<file path="src/rtl/cnt1_pkg.sv">
// Shared sizing helpers and the last-word mask generator for cnt1_stream.
package cnt1_pkg;

    // Upper bound on BUS_WIDTH supported by last_word_mask.
    localparam int MAX_BUS_WIDTH = 1024;

    function automatic int sub_vector_no(input int vector_width, input int bus_width);
        return (vector_width + bus_width - 1) / bus_width;
    endfunction

    function automatic int last_bits(input int vector_width, input int bus_width);
        return vector_width - (sub_vector_no(vector_width, bus_width) - 1) * bus_width;
    endfunction

    function automatic int granule_no(input int bus_width, input int granule_width);
        return (bus_width + granule_width - 1) / granule_width;
    endfunction

    function automatic int cnt_width(input int vector_width);
        return $clog2(vector_width + 1);
    endfunction

    function automatic logic [MAX_BUS_WIDTH-1:0] last_word_mask(input int valid_bits);
        logic [MAX_BUS_WIDTH-1:0] m;
        m = '0;
        for (int i = 0; i < MAX_BUS_WIDTH; i++) begin
            m[i] = (i < valid_bits);
        end
        return m;
    endfunction

endpackage

</file>
<file path="src/rtl/popcnt_granule.sv">
// Combinational population count of one GRANULE_WIDTH-bit granule.
module popcnt_granule #(
    parameter int GRANULE_WIDTH = 6
) (
    input  logic [GRANULE_WIDTH-1:0]         bits_i,
    output logic [$clog2(GRANULE_WIDTH+1)-1:0] cnt_o
);

    localparam int CW = $clog2(GRANULE_WIDTH + 1);

    always_comb begin
        cnt_o = '0;
        for (int i = 0; i < GRANULE_WIDTH; i++) begin
            cnt_o = cnt_o + CW'(bits_i[i]);
        end
    end

endmodule

</file>
<file path="src/rtl/cnt1_stream.sv">
// Streaming vector popcount: masks padding, forwards words, counts per vector in two stages.
// Optional macro CNT1_VEC_ID_EN adds the per-vector sequence ID and the dn_VecId port.
module cnt1_stream
    import cnt1_pkg::*;
#(
    parameter int VECTOR_WIDTH  = 920,
    parameter int BUS_WIDTH     = 128,
    parameter int GRANULE_WIDTH = 6,
    parameter int ID_WIDTH      = 8
) (
    input  logic                                 clk,
    input  logic                                 rstn,
    input  logic [BUS_WIDTH-1:0]                 up_Vector,
    input  logic                                 up_Valid,
    output logic                                 up_Ready,
    output logic [BUS_WIDTH-1:0]                 dn_SubVector,
    output logic                                 dn_Valid,
    input  logic                                 dn_Ready,
    output logic [cnt_width(VECTOR_WIDTH)-1:0]   dn_Cnt,
    output logic                                 dn_CntNew,
    output logic                                 dn_Last
`ifdef CNT1_VEC_ID_EN
    ,
    output logic [ID_WIDTH-1:0]                  dn_VecId
`endif
);

    localparam int SUB_VECTOR_NO = sub_vector_no(VECTOR_WIDTH, BUS_WIDTH);
    localparam int LAST_BITS     = last_bits(VECTOR_WIDTH, BUS_WIDTH);
    localparam int GRANULE_NO    = granule_no(BUS_WIDTH, GRANULE_WIDTH);
    localparam int CNT_WIDTH     = cnt_width(VECTOR_WIDTH);
    localparam int GCNT_WIDTH    = $clog2(GRANULE_WIDTH + 1);
    localparam int PAD_WIDTH     = GRANULE_NO * GRANULE_WIDTH;
    localparam int WIDX_WIDTH    = (SUB_VECTOR_NO > 1) ? $clog2(SUB_VECTOR_NO) : 1;
    localparam logic [MAX_BUS_WIDTH-1:0] MASK_FULL = last_word_mask(LAST_BITS);
    localparam logic [BUS_WIDTH-1:0]     LAST_MASK = MASK_FULL[BUS_WIDTH-1:0];

    logic                  advance;
    logic                  accept;
    logic                  up_last;
    logic [WIDX_WIDTH-1:0] widx_q, widx_d;
    logic [BUS_WIDTH-1:0]  masked_word;
    logic [PAD_WIDTH-1:0]  padded_word;
    logic [GCNT_WIDTH-1:0] gcnt [GRANULE_NO];

    logic                  s1_valid_q;
    logic                  s1_last_q;
    logic [BUS_WIDTH-1:0]  s1_data_q;
    logic [GCNT_WIDTH-1:0] s1_gcnt_q [GRANULE_NO];

    logic                  s2_valid_q;
    logic                  s2_last_q;
    logic                  s2_cnt_new_q;
    logic [BUS_WIDTH-1:0]  s2_data_q;
    logic [CNT_WIDTH-1:0]  cnt_q;
    logic [CNT_WIDTH-1:0]  acc_q;
    logic [CNT_WIDTH-1:0]  word_cnt;
    logic [CNT_WIDTH-1:0]  acc_sum;

    // Global stall: the whole pipeline moves only when the output slot frees up.
    assign advance  = dn_Ready || !s2_valid_q;
    assign up_Ready = advance;
    assign accept   = up_Valid && advance;
    assign up_last  = (widx_q == WIDX_WIDTH'(SUB_VECTOR_NO - 1));

    assign masked_word = up_last ? (up_Vector & LAST_MASK) : up_Vector;
    assign padded_word = PAD_WIDTH'(masked_word);

    always_comb begin
        widx_d = widx_q;
        if (accept) begin
            widx_d = up_last ? '0 : widx_q + WIDX_WIDTH'(1);
        end
    end

    for (genvar g = 0; g < GRANULE_NO; g++) begin : g_granule
        popcnt_granule #(
            .GRANULE_WIDTH(GRANULE_WIDTH)
        ) u_popcnt_granule (
            .bits_i(padded_word[g*GRANULE_WIDTH +: GRANULE_WIDTH]),
            .cnt_o (gcnt[g])
        );
    end

    always_ff @(posedge clk) begin
        if (!rstn) begin
            widx_q     <= '0;
            s1_valid_q <= 1'b0;
            s1_last_q  <= 1'b0;
            s1_data_q  <= '0;
            for (int g = 0; g < GRANULE_NO; g++) s1_gcnt_q[g] <= '0;
        end else if (advance) begin
            widx_q     <= widx_d;
            s1_valid_q <= up_Valid;
            if (up_Valid) begin
                s1_last_q <= up_last;
                s1_data_q <= masked_word;
                for (int g = 0; g < GRANULE_NO; g++) s1_gcnt_q[g] <= gcnt[g];
            end
        end
    end

    always_comb begin
        word_cnt = '0;
        for (int g = 0; g < GRANULE_NO; g++) begin
            word_cnt = word_cnt + CNT_WIDTH'(s1_gcnt_q[g]);
        end
        // acc is cleared after every last word, so a first word simply adds to zero.
        acc_sum = acc_q + word_cnt;
    end

    always_ff @(posedge clk) begin
        if (!rstn) begin
            s2_valid_q   <= 1'b0;
            s2_last_q    <= 1'b0;
            s2_cnt_new_q <= 1'b0;
            s2_data_q    <= '0;
            cnt_q        <= '0;
            acc_q        <= '0;
        end else if (advance) begin
            s2_valid_q   <= s1_valid_q;
            s2_last_q    <= s1_valid_q && s1_last_q;
            s2_cnt_new_q <= s1_valid_q && s1_last_q;
            if (s1_valid_q) begin
                s2_data_q <= s1_data_q;
                if (s1_last_q) begin
                    cnt_q <= acc_sum;
                    acc_q <= '0;
                end else begin
                    acc_q <= acc_sum;
                end
            end
        end
    end

    assign dn_SubVector = s2_data_q;
    assign dn_Valid     = s2_valid_q;
    assign dn_Cnt       = cnt_q;
    assign dn_CntNew    = s2_cnt_new_q;
    assign dn_Last      = s2_last_q;

`ifdef CNT1_VEC_ID_EN
    logic [ID_WIDTH-1:0] vec_id_q;
    logic [ID_WIDTH-1:0] s1_id_q;
    logic [ID_WIDTH-1:0] s2_id_q;

    always_ff @(posedge clk) begin
        if (!rstn) begin
            vec_id_q <= '0;
            s1_id_q  <= '0;
            s2_id_q  <= '0;
        end else if (advance) begin
            if (up_Valid) begin
                s1_id_q <= vec_id_q;
                if (up_last) vec_id_q <= vec_id_q + ID_WIDTH'(1);
            end
            if (s1_valid_q) s2_id_q <= s1_id_q;
        end
    end

    assign dn_VecId = s2_id_q;
`endif

endmodule
</file>
<file path="config.mk">
export PLATFORM = sky130hd
export DESIGN_NAME = cnt1_stream
export DESIGN_NICKNAME = d
export VERILOG_FILES = /design/src/rtl/cnt1_pkg.sv /design/src/rtl/popcnt_granule.sv /design/src/rtl/cnt1_stream.sv
export SDC_FILE = /design/constraint.sdc
export NUM_CORES = 1
export LEC_CHECK = 0
export ABC_AREA = 1
export ABC_CLOCK_PERIOD_IN_PS = 8170
export CAP_MARGIN = 10
export CORE_ASPECT_RATIO = 0.75
export CORE_MARGIN = 2
export CORE_UTILIZATION = 59
export CTS_CLUSTER_SIZE = 28
export DETAILED_ROUTE_END_ITERATION = 6
export GPL_TIMING_DRIVEN = 0
export PLACE_DENSITY = 0.95
export SLEW_MARGIN = 20
export SYNTH_ARGS = -nofsm -noshare
export SYNTH_HDL_FRONTEND = slang
export SYNTH_HIERARCHICAL = 1
export SYNTH_SLANG_ARGS = --single-unit
</file>
<file path="constraint.sdc">
create_clock -name clk -period 8.17 [get_ports clk]
set_input_delay 0.817 -clock clk [delete_from_list [all_inputs] [get_ports clk]]
set_output_delay 0.817 -clock clk [all_outputs]
set_load 0.005 [all_outputs]
</file>
==> results.tsv <==
stage	metric	value	unit
grt	global-route usage over all layers	29.2	%
grt	Remaining Overflow, GRT	0	
sta	Fin. Hold Viols	0	
critical_path	Worst Path Required	8620	ps
floorplan	row count	54	
sta	Worst-Margin Slew	669	ps
logic_synthesis	Yosys top cell area share	32.6	%
drt	Vias/cell	5.20	
floorplan	die area	0.0308	mm2
critical_path	crit path kind	flip-flop to flip-flop	
layout	share of post-route cells with drive strength above 1	6.27	%
critical_path	Worst EP arrival	6030	ps
sta	fmax	179	MHz
critical_path	crit-path cells	fa_1, inv_1, fa_1, fa_1, inv_1, fa_1, fa_1, fa_1, inv_1, fa_1, fa_1, inv_1, nand2_1, nand2_1, nand2_1, xnor2_1, nand2_1, a21oi_1	
sta	Setup-failing EPs final	0	
logic_synthesis	Post-synth EDFFs	66	
sta	min cycle time layout	5570	ps
logic_synthesis	Syn Inst Count	1992	
critical_path	Worst setup startpoint	s1_gcnt_q[0][50]	
critical_path	Buf+Inv Stages, Crit Path	4	
critical_path	max incr delay on CP	590	ps
grt	vias in the first global route	14640	
clock_tree	worst skew pair latency	530	ps
grt	largest net degree at the start of global routing	50	
clock_tree	root buffer cell	clkbuf_16	
sta	setup_tns	0	ps
power	P_leak	10.6	nW
logic_synthesis	dominant synthesized flop cell	dfxtp_1	
floorplan	Core Box Area	0.0291	mm2
power	PwrDens	402	mW/mm2
logic_synthesis	ys async rst share	0	%
clock_tree	clock buffer depth	3	
critical_path	crit start category	flip-flop	
critical_path	CP dominant cell by count	fa_1	
logic_synthesis	flops & latches, synth	349	
sta	Slew headroom	55.4	%
drt	Post-route DRC	0	
sta	max-slew violations	0	
floorplan	num ports	274	
layout	Final #Nets	2619	
clock_tree	CTS buffer count	34	
sta	Final Worst Setup Slack	2600	ps
clock_tree	post-CTS setup buffers	0	
drt	WL/cell	16.5	um
power	VDD IR-drop max	1200	uV
clock_tree	CTS tree	built	
sta	fin crit share	68.2	%
clock_tree	# clock sinks	349	
logic_synthesis	post-synth cell types	32	
outcome	status	completed	
grt	first-pass GRT wire length	72100	um
drt	Final ANT Viol Nets	0	
logic_synthesis	Synth top cells by count	inv_1 (576), dfxtp_1 (283), nor2_1 (169), nand2_1 (168), fa_1 (129)	
critical_path	CP endpoint kind	flip-flop	
clock_tree	Reg clk slew, reported paths	70	ps
logic_synthesis	dominant cells by area after synthesis	dfxtp_1 (33%), fa_1 (15%), inv_1 (12%)	
logic_synthesis	sequential share of the synthesized area	44.0	%
critical_path	largest fanout on the critical path	3	
logic_synthesis	top-count cell post-synth	inv_1	
clock_tree	CTS Hold Bufs	0	
logic_synthesis	YS warnings	6	
placed_design	pre-CTS setup slack	2600	ps
clock_tree	PostCTS Resize Cnt	0	
drt	Pre-antenna DRT Iters	5	
grt	initial antenna violation count	0	
drt	Starting DRT DRC Count	995	
critical_path	r2r startpoint	s1_gcnt_q[0][50]	
placed_design	Port Buffers	272	
floorplan	Initial Util	59.8	%
logic_synthesis	largest area contributor in the netlist	dfxtp_1	
placed_design	gpl congestion	0.899	
floorplan	Die Width	202	um
logic_synthesis	Mean Syn Cell Area	8.72	um2
floorplan	vertical die dimension	153	um
critical_path	slowest CP cell	fa_1	
run	Max Cap Viol	0	
worst_hold_path	HP Class	flip-flop to flip-flop	
clock_tree	CTS HTree Levels	2	
sta	post-route clock skew	22.5	ps
critical_path	CP top delay family	adder cells	
drt	total number of vias	14166	
layout	Area growth syn-to-layout	25.6	%
worst_hold_path	worst hold start	s1_data_q[22]	
sta	RSZ-0062 raised after global routing	false	
placed_design	DP HPWL	32600	um
logic_synthesis	Post-Syn Area	0.0174	mm2
drt	DRT Wirelength	44800	um
==> power breakdown <==
group          total, mW  switching, mW  internal, mW  leakage [nW]
registers           1.97         0.0653          1.91          3.05
logic               5.14           3.07          2.07          6.97
clock network       1.67          0.688         0.984         0.593
total               8.78           3.82          4.96          10.6
==> kinds of logic (layout without fill, tap and decap cells) <==
| logic type | Yosys count | count (layout) | synth area share, % |
|---|---|---|---|
| AO/OA/AOI/OAI | 367 | 367 | 11.2 |
| XOR/XNOR | 5 | 5 | 0.252 |
| adder cells (fa/ha/maj) | 183 | 183 | 18.8 |
| buffers and inverters | 680 | 1014 | 16.1 |
| flip-flops | 349 | 349 | 44.0 |
| other | 1 | 5 | 0.0216 |
| AND/OR/NAND/NOR | 407 | 407 | 9.61 |
==> sequential cells by signal (all words and copies together) (netlist names) <==
name,cells
dn_SubVector,128
s1_data_q,128
s1_gcnt_q,66
acc_q,10
dn_Cnt,10
widx_q,3
dn_CntNew,1
dn_Valid,1
s1_last_q,1
s1_valid_q,1
==> per-stage QoR <==
stage                     hold slack, ps  instance area (um2)  std cells  utilization (%)  total power [mW]
final                                463                21800       2722             75.1              8.78
after global routing                 479                21800       2721             75.1              9.52
after CTS                            459                21800       2721             75.1              8.74
after detailed placement             449                20600       2660             71.0              7.06
after global placement               440                20600       2659             70.9              6.85
after floorplan                      430                17400       1995                -              5.72
==> final cells by class <==
cell class | instances | area [um2]
fillers | 1904 | 7230
repair buffers | 273 | 2750
well taps | 392 | 490
multi-input cells | 966 | 6940
inverters | 580 | 2180
diodes | 1 | 2.50
flip-flops and latches | 349 | 7650
plain buffers | 100 | 616
clock buffers | 48 | 1070
clock inverters | 13 | 129
==> worst reg2reg max path, cell delays in order (launching register included) <==
cell	delay [ps]
edfxtp_1	410
fa_1	590
inv_1	70
fa_1	480
fa_1	560
inv_1	60
fa_1	520
fa_1	440
fa_1	540
inv_1	50
fa_1	530
fa_1	490
inv_1	70
nand2_1	40
nand2_1	110
nand2_1	80
xnor2_1	220
nand2_1	100
a21oi_1	140
==> final timing paths <==
path	endpoint	slack, ps	depth (start not counted)
setup reg to reg	acc_q[5]	2600	18
setup / recovery	acc_q[5]	2600	18
hold / removal	dn_SubVector[22]	460	2
hold reg to reg	dn_SubVector[22]	460	2
==> cell usage in the layout, fill, tap and decap left out, types with 2 or more instances in the layout <==
master	synthesis	layout
buf_2	46	45
nor2_4	3	3
buf_6	19	19
ha_1	54	54
o21ai_1	64	64
buf_4	10	11
conb_1	1	4
edfxtp_1	66	66
clkdlybuf4s50_1	0	272
nand3_1	60	60
clkinvlp_4	0	2
clkbuf_1	25	28
bufinv_16	0	2
clkinv_2	0	4
inv_4	1	5
nor2_1	169	169
nand2_1	168	168
xnor2_1	5	5
clkbuf_8	0	6
fa_1	129	129
a21oi_1	94	94
dfxtp_1	283	283
o22ai_1	84	84
o21ai_0	121	121
or2_2	3	3
inv_1	576	576
clkbuf_16	0	39
==> layer usage <==
metal  wire, um  track usage (%)
met1      18600             38.3
met2      21100             48.7
met3       3690             5.11
met4       1480             11.1
met5          0                0
Note: power is estimated with default switching activity, not from simulation.
==> patch 1, RTL diff (config.mk and constraints unchanged) <==
`VECTOR_WIDTH`: 920 -> 460.
--- a/src/rtl/cnt1_stream.sv
+++ b/src/rtl/cnt1_stream.sv
@@ -4,5 +4,5 @@
     import cnt1_pkg::*;
 #(
-    parameter int VECTOR_WIDTH  = 920,
+    parameter int VECTOR_WIDTH  = 460,
     parameter int BUS_WIDTH     = 128,
     parameter int GRANULE_WIDTH = 6,
Interface: changed (resized dn_Cnt); port bits go from 274 to 273. The function was not compared with the original's and may differ.
==> patch 1 against the original RTL <==
  * The run now ends with DRC left
  * Cell area is 0.52% lower
  * Power is 1.7% higher
  * Maximum frequency is 2.7% lower
  * Count of clock-buffer cells in the layout is 4 lower
  * Worst setup slack worse by 0.16 ns
  * Routed wire length is 10% higher
  * Critical path type unchanged
  * Global-route usage is 3.0 points higher
  * Utilization is 0.39 points lower
  * Critical endpoint unchanged
  * Area after synthesis hardly changed
  * Largest cell class unchanged
  * Sequential cell count is 3 lower
==> patch 1: results (changes against the original RTL) <==
- Sequential element share of the synthesized area: 0.437 (was 0.440)
- First DRT Iteration DRCs: 1275 (was 995)
- Detailed Routing Iterations Pass 1: 7 (was 5)
- Worst R2R Path Depth: 16 (was 18)
- Critical Path Fanout Max: 2 (was 3)
- Count of cell types in the netlist: 35 (was 32)
- Vias in the first global route: 15.2k (was 14.6k)
- Per-cell routed wire length: 18.8 um (was 16.5 um)
- DP Area: 0.0206 mm2 (about the same)
- Antenna diode count: 0 (was 1)
- Hold Startpoint: s1_data_q[61] (was s1_data_q[22])
- Post-CTS Setup Inserts: 0 (unchanged)
- R2r setup slk: 2.44 ns (was 2.60 ns)
- Arr. time, crit path: 6.18 ns (was 6.03 ns)
- WHS Endpoint: dn_SubVector[61] (was dn_SubVector[22])
- GP Congestion: 0.912 (was 0.899)
- Nets@finish: 2523 (was 2619)
- Leakage power: 10.3 nW (was 10.6 nW)
- Fill cells: 1741 (was 1904)
- First-pass GRT wire length: 78300 um (was 72100 um)
- Top post-synthesis cells by count: inv_1, dfxtp_1, nor2_1, fa_1, o21ai_0 (was inv_1, dfxtp_1, nor2_1, nand2_1, fa_1)
- Period utilization: 0.701 (was 0.682)
- Post-DP HPWL: 35100 um (was 32600 um)
- # DRC: 4 (was 0)
- # port buffers: 271 (was 272)
- CP peak stage delay: 0.57 ns (was 0.59 ns)
- Status: finished with violations (was completed)
- Worst setup slack after placement: 2.49 ns (was 2.60 ns)
- Layout cell share with drive strength beyond 1: 0.0997 (was 0.0627)
- Peak supply drop: 0.000925 V (was 0.00120 V)
- Initial antenna violation count: 2 (was 0)
- Failing checks: DRC
- Hold WS: 0.463 ns (about the same)
- WHS Path Cells: 2 (unchanged)
- Clock skew: 0.0147 ns (was 0.0225 ns)
- Top cells by area, synth: dfxtp_1, fa_1, inv_1, edfxtp_1, ha_1 (unchanged)
==> patch 1: cell count changes in the layout (fill, tap and decap cells not counted), sizes merged, moves of 2 or more <==
cell,change
nand2,-59
inv,-11
clkbuf,-7
clkinv,+7
buf,-4
dfxtp,-3
ha,-3
nand3,-2
nor2,-2
==> patch 1: power breakdown <==
part           switching, mW  total [mW]  internal (mW)
logic                   3.32        5.38           2.06
registers             0.0798        1.98           1.90
clock network          0.692        1.57          0.880
total                   4.09        8.93           4.84
==> patch 1: logic make-up (layout without fill, tap and decap cells) <==
group | after synthesis | after routing | share of synthesized area
buffers and inverters | 663 | 997 | 0.161
AO/OA/AOI/OAI | 363 | 363 | 0.132
flip-flops | 346 | 346 | 0.437
AND/OR/NAND/NOR | 342 | 342 | 0.0822
adder cells (fa/ha/maj) | 180 | 180 | 0.185
XOR/XNOR | 5 | 5 | 0.00252
other | 1 | 4 | 0.000216
==> patch 1: worst max path at each step <==
stage	from	cells past startpoint	endpoint
6_report	s1_gcnt_q[0][50]	16	acc_q[5]
5_1_grt	s1_gcnt_q[0][50]	16	acc_q[5]
4_1_cts	s1_gcnt_q[0][50]	16	acc_q[5]
3_5_place_dp	acc_q[2]	16	acc_q[5]
3_3_place_gp	acc_q[2]	16	acc_q[5]
2_1_floorplan	s1_gcnt_q[0][50]	16	dn_Cnt[5]
==> patch 1: routing by layer <==
metal / up-vias / part of all wire / GRT usage
met5: - / 0.00057 / 0
met4: 4 / 0.060 / 0.178
met3: 247 / 0.088 / 0.0731
met2: 881 / 0.47 / 0.527
met1: 6845 / 0.38 / 0.397
li1: 6352 / - / -
==> patch 1: worst min-delay path: cells and delay by family (launching register included) <==
family                 cells  cell delay (ns)
buffers and inverters      1             0.07
AO/OA/AOI/OAI              1             0.05
flip-flops                 1             0.29
==> patch 1: metrics by stage <==
stage,cells,utilization
after floorplan,1903,-
after global routing,2629,0.747
after CTS,2629,0.747
after global placement,2566,0.708
after detailed placement,2567,0.709
final,2629,0.747
==> patch 1: layout make-up <==
class,instances,area share
Buffer,93,0.0300
Clock buffer,44,0.0448
Clock inverter,18,0.00599
Inverter,570,0.0990
Multi-Input combinational cell,894,0.322
Sequential cell,346,0.349
Tap cell,392,0.0226
Timing Repair Buffer,272,0.126
==> patch 2, RTL diff (same flow settings) <==
Without the edit above. Register the output `dn_CntNew` once more; this adds one clock of latency there. The other outputs are not delayed to match.
--- a/src/rtl/cnt1_stream.sv
+++ b/src/rtl/cnt1_stream.sv
@@ -137,5 +137,7 @@
     assign dn_Valid     = s2_valid_q;
     assign dn_Cnt       = cnt_q;
-    assign dn_CntNew    = s2_cnt_new_q;
+    always_ff @(posedge clk) begin
+        dn_CntNew <= s2_cnt_new_q;
+    end
     assign dn_Last      = s2_last_q;
 
Check against the original RTL: not settled (the Yosys comparison gave no result); the edit may change what the design does.
==> patch 2 against the original RTL <==
  * Synthesized cell count is the same
  * Die area is essentially flat
  * Critical path type unchanged
  * Worst setup slack lost 0.21 ns
  * Maximum frequency shrank 3.6%
  * Cell area shrank 0.34%
  * Power grew 0.66%
  * Area after synthesis is essentially flat
  * Worst hold slack lost 0.094 ns
  * Via count shrank 0.93%
  * Routed wire length grew 1.3%
  * Sequential cell count grew 1
  * First-iteration DRC count shrank 6.3%
==> patch 2: results (changes against the original RTL) <==
- Peak supply drop: 0.00132 V (was 0.00120 V)
- Status: completed (unchanged)
- Initial antenna violation count: 1 (was 0)
- CP peak stage delay: 0.59 ns (about the same)
- # port buffers: 272 (unchanged)
- Hold WS: 0.368 ns (was 0.463 ns)
- Vias in the first global route: 14.1k (was 14.6k)
- Layout cell share with drive strength beyond 1: 0.0605 (was 0.0627)
- Total GRT Usage: 0.296 (was 0.292)
- Root buffer cell: clkbuf_16 (unchanged)
- Clock skew: 0.0218 ns (was 0.0225 ns)
- DP Area: 0.0206 mm2 (about the same)
- EDFF count, synth: 66 (unchanged)
- CTS clk-pin slew, worst paths: 0.07 ns (about the same)
- Arr. time, crit path: 6.22 ns (was 6.03 ns)
- Switch Pwr: 3.91 mW (was 3.82 mW)
- Part of the power in the clock network: 0.179 (was 0.190)
- Synth Area in XOR/XNOR: 0.00252 (about the same)
- Final setup margin: 2.39 ns (was 2.60 ns)
- Crit path launch: acc_q[2] (was s1_gcnt_q[0][50])
- GP Congestion: 0.889 (was 0.899)
- Post-DP HPWL: 34000 um (was 32600 um)
- Largest net degree at the start of global routing: 43 (was 50)
- Per-cell routed wire length: 16.7 um (was 16.5 um)
- WHS Endpoint: dn_CntNew (was dn_SubVector[22])
- Drt via density: 5.16 (was 5.20)
- Clk pwr: 1.58 mW (was 1.67 mW)
- Leakage power: 10.6 nW (about the same)
- First DRT Iteration DRCs: 932 (was 995)
- Fill cells: 1897 (was 1904)
- Hold Startpoint: s2_cnt_new_q (was s1_data_q[22])
- Slew HR: 0.547 (was 0.554)
- Sequential element share of the synthesized area: 0.441 (was 0.440)
- Syn Area/Cell: 8.73 um2 (was 8.72 um2)
- First-pass GRT wire length: 72400 um (was 72100 um)
- Total routed wirelength: 45400 um (was 44800 um)
- Top post-synthesis cells by count: inv_1, dfxtp_1, nor2_1, nand2_1, fa_1 (unchanged)
- Worst setup slack after placement: 2.47 ns (was 2.60 ns)
- WHS Path Cells: 0 (was 2)
- Top cells by area, synth: dfxtp_1, fa_1, inv_1, edfxtp_1, ha_1 (unchanged)
- Syn. warnings: 6 (unchanged)
- Compound-Gate Fraction of Synth Area: 0.112 (about the same)
- Synth Area in Adders: 0.187 (was 0.188)
## patch 2: cell count changes after synthesis
cell,before,now
buf_4,10,9
dfxtp_1,283,284
## patch 2: cell type report
| class | instances | area, um2 | share of cell area |
|---|---|---|---|
| flip-flops and latches | 350 | 7670 | 0.352 |
| multi-input cells | 966 | 6940 | 0.319 |
| repair buffers | 273 | 2740 | 0.126 |
| inverters | 580 | 2180 | 0.100 |
| clock buffers | 44 | 983 | 0.0452 |
| plain buffers | 99 | 608 | 0.0280 |
| well taps | 392 | 490 | 0.0225 |
| clock inverters | 17 | 135 | 0.00621 |
| diodes | 1 | 2.50 | 0.000115 |
## patch 2: per-layer routing
layer / part of all wire / global-route usage
met1: 0.42 / 0.404
met2: 0.46 / 0.477
met3: 0.081 / 0.0511
met4: 0.036 / 0.109
met5: 0 / 0
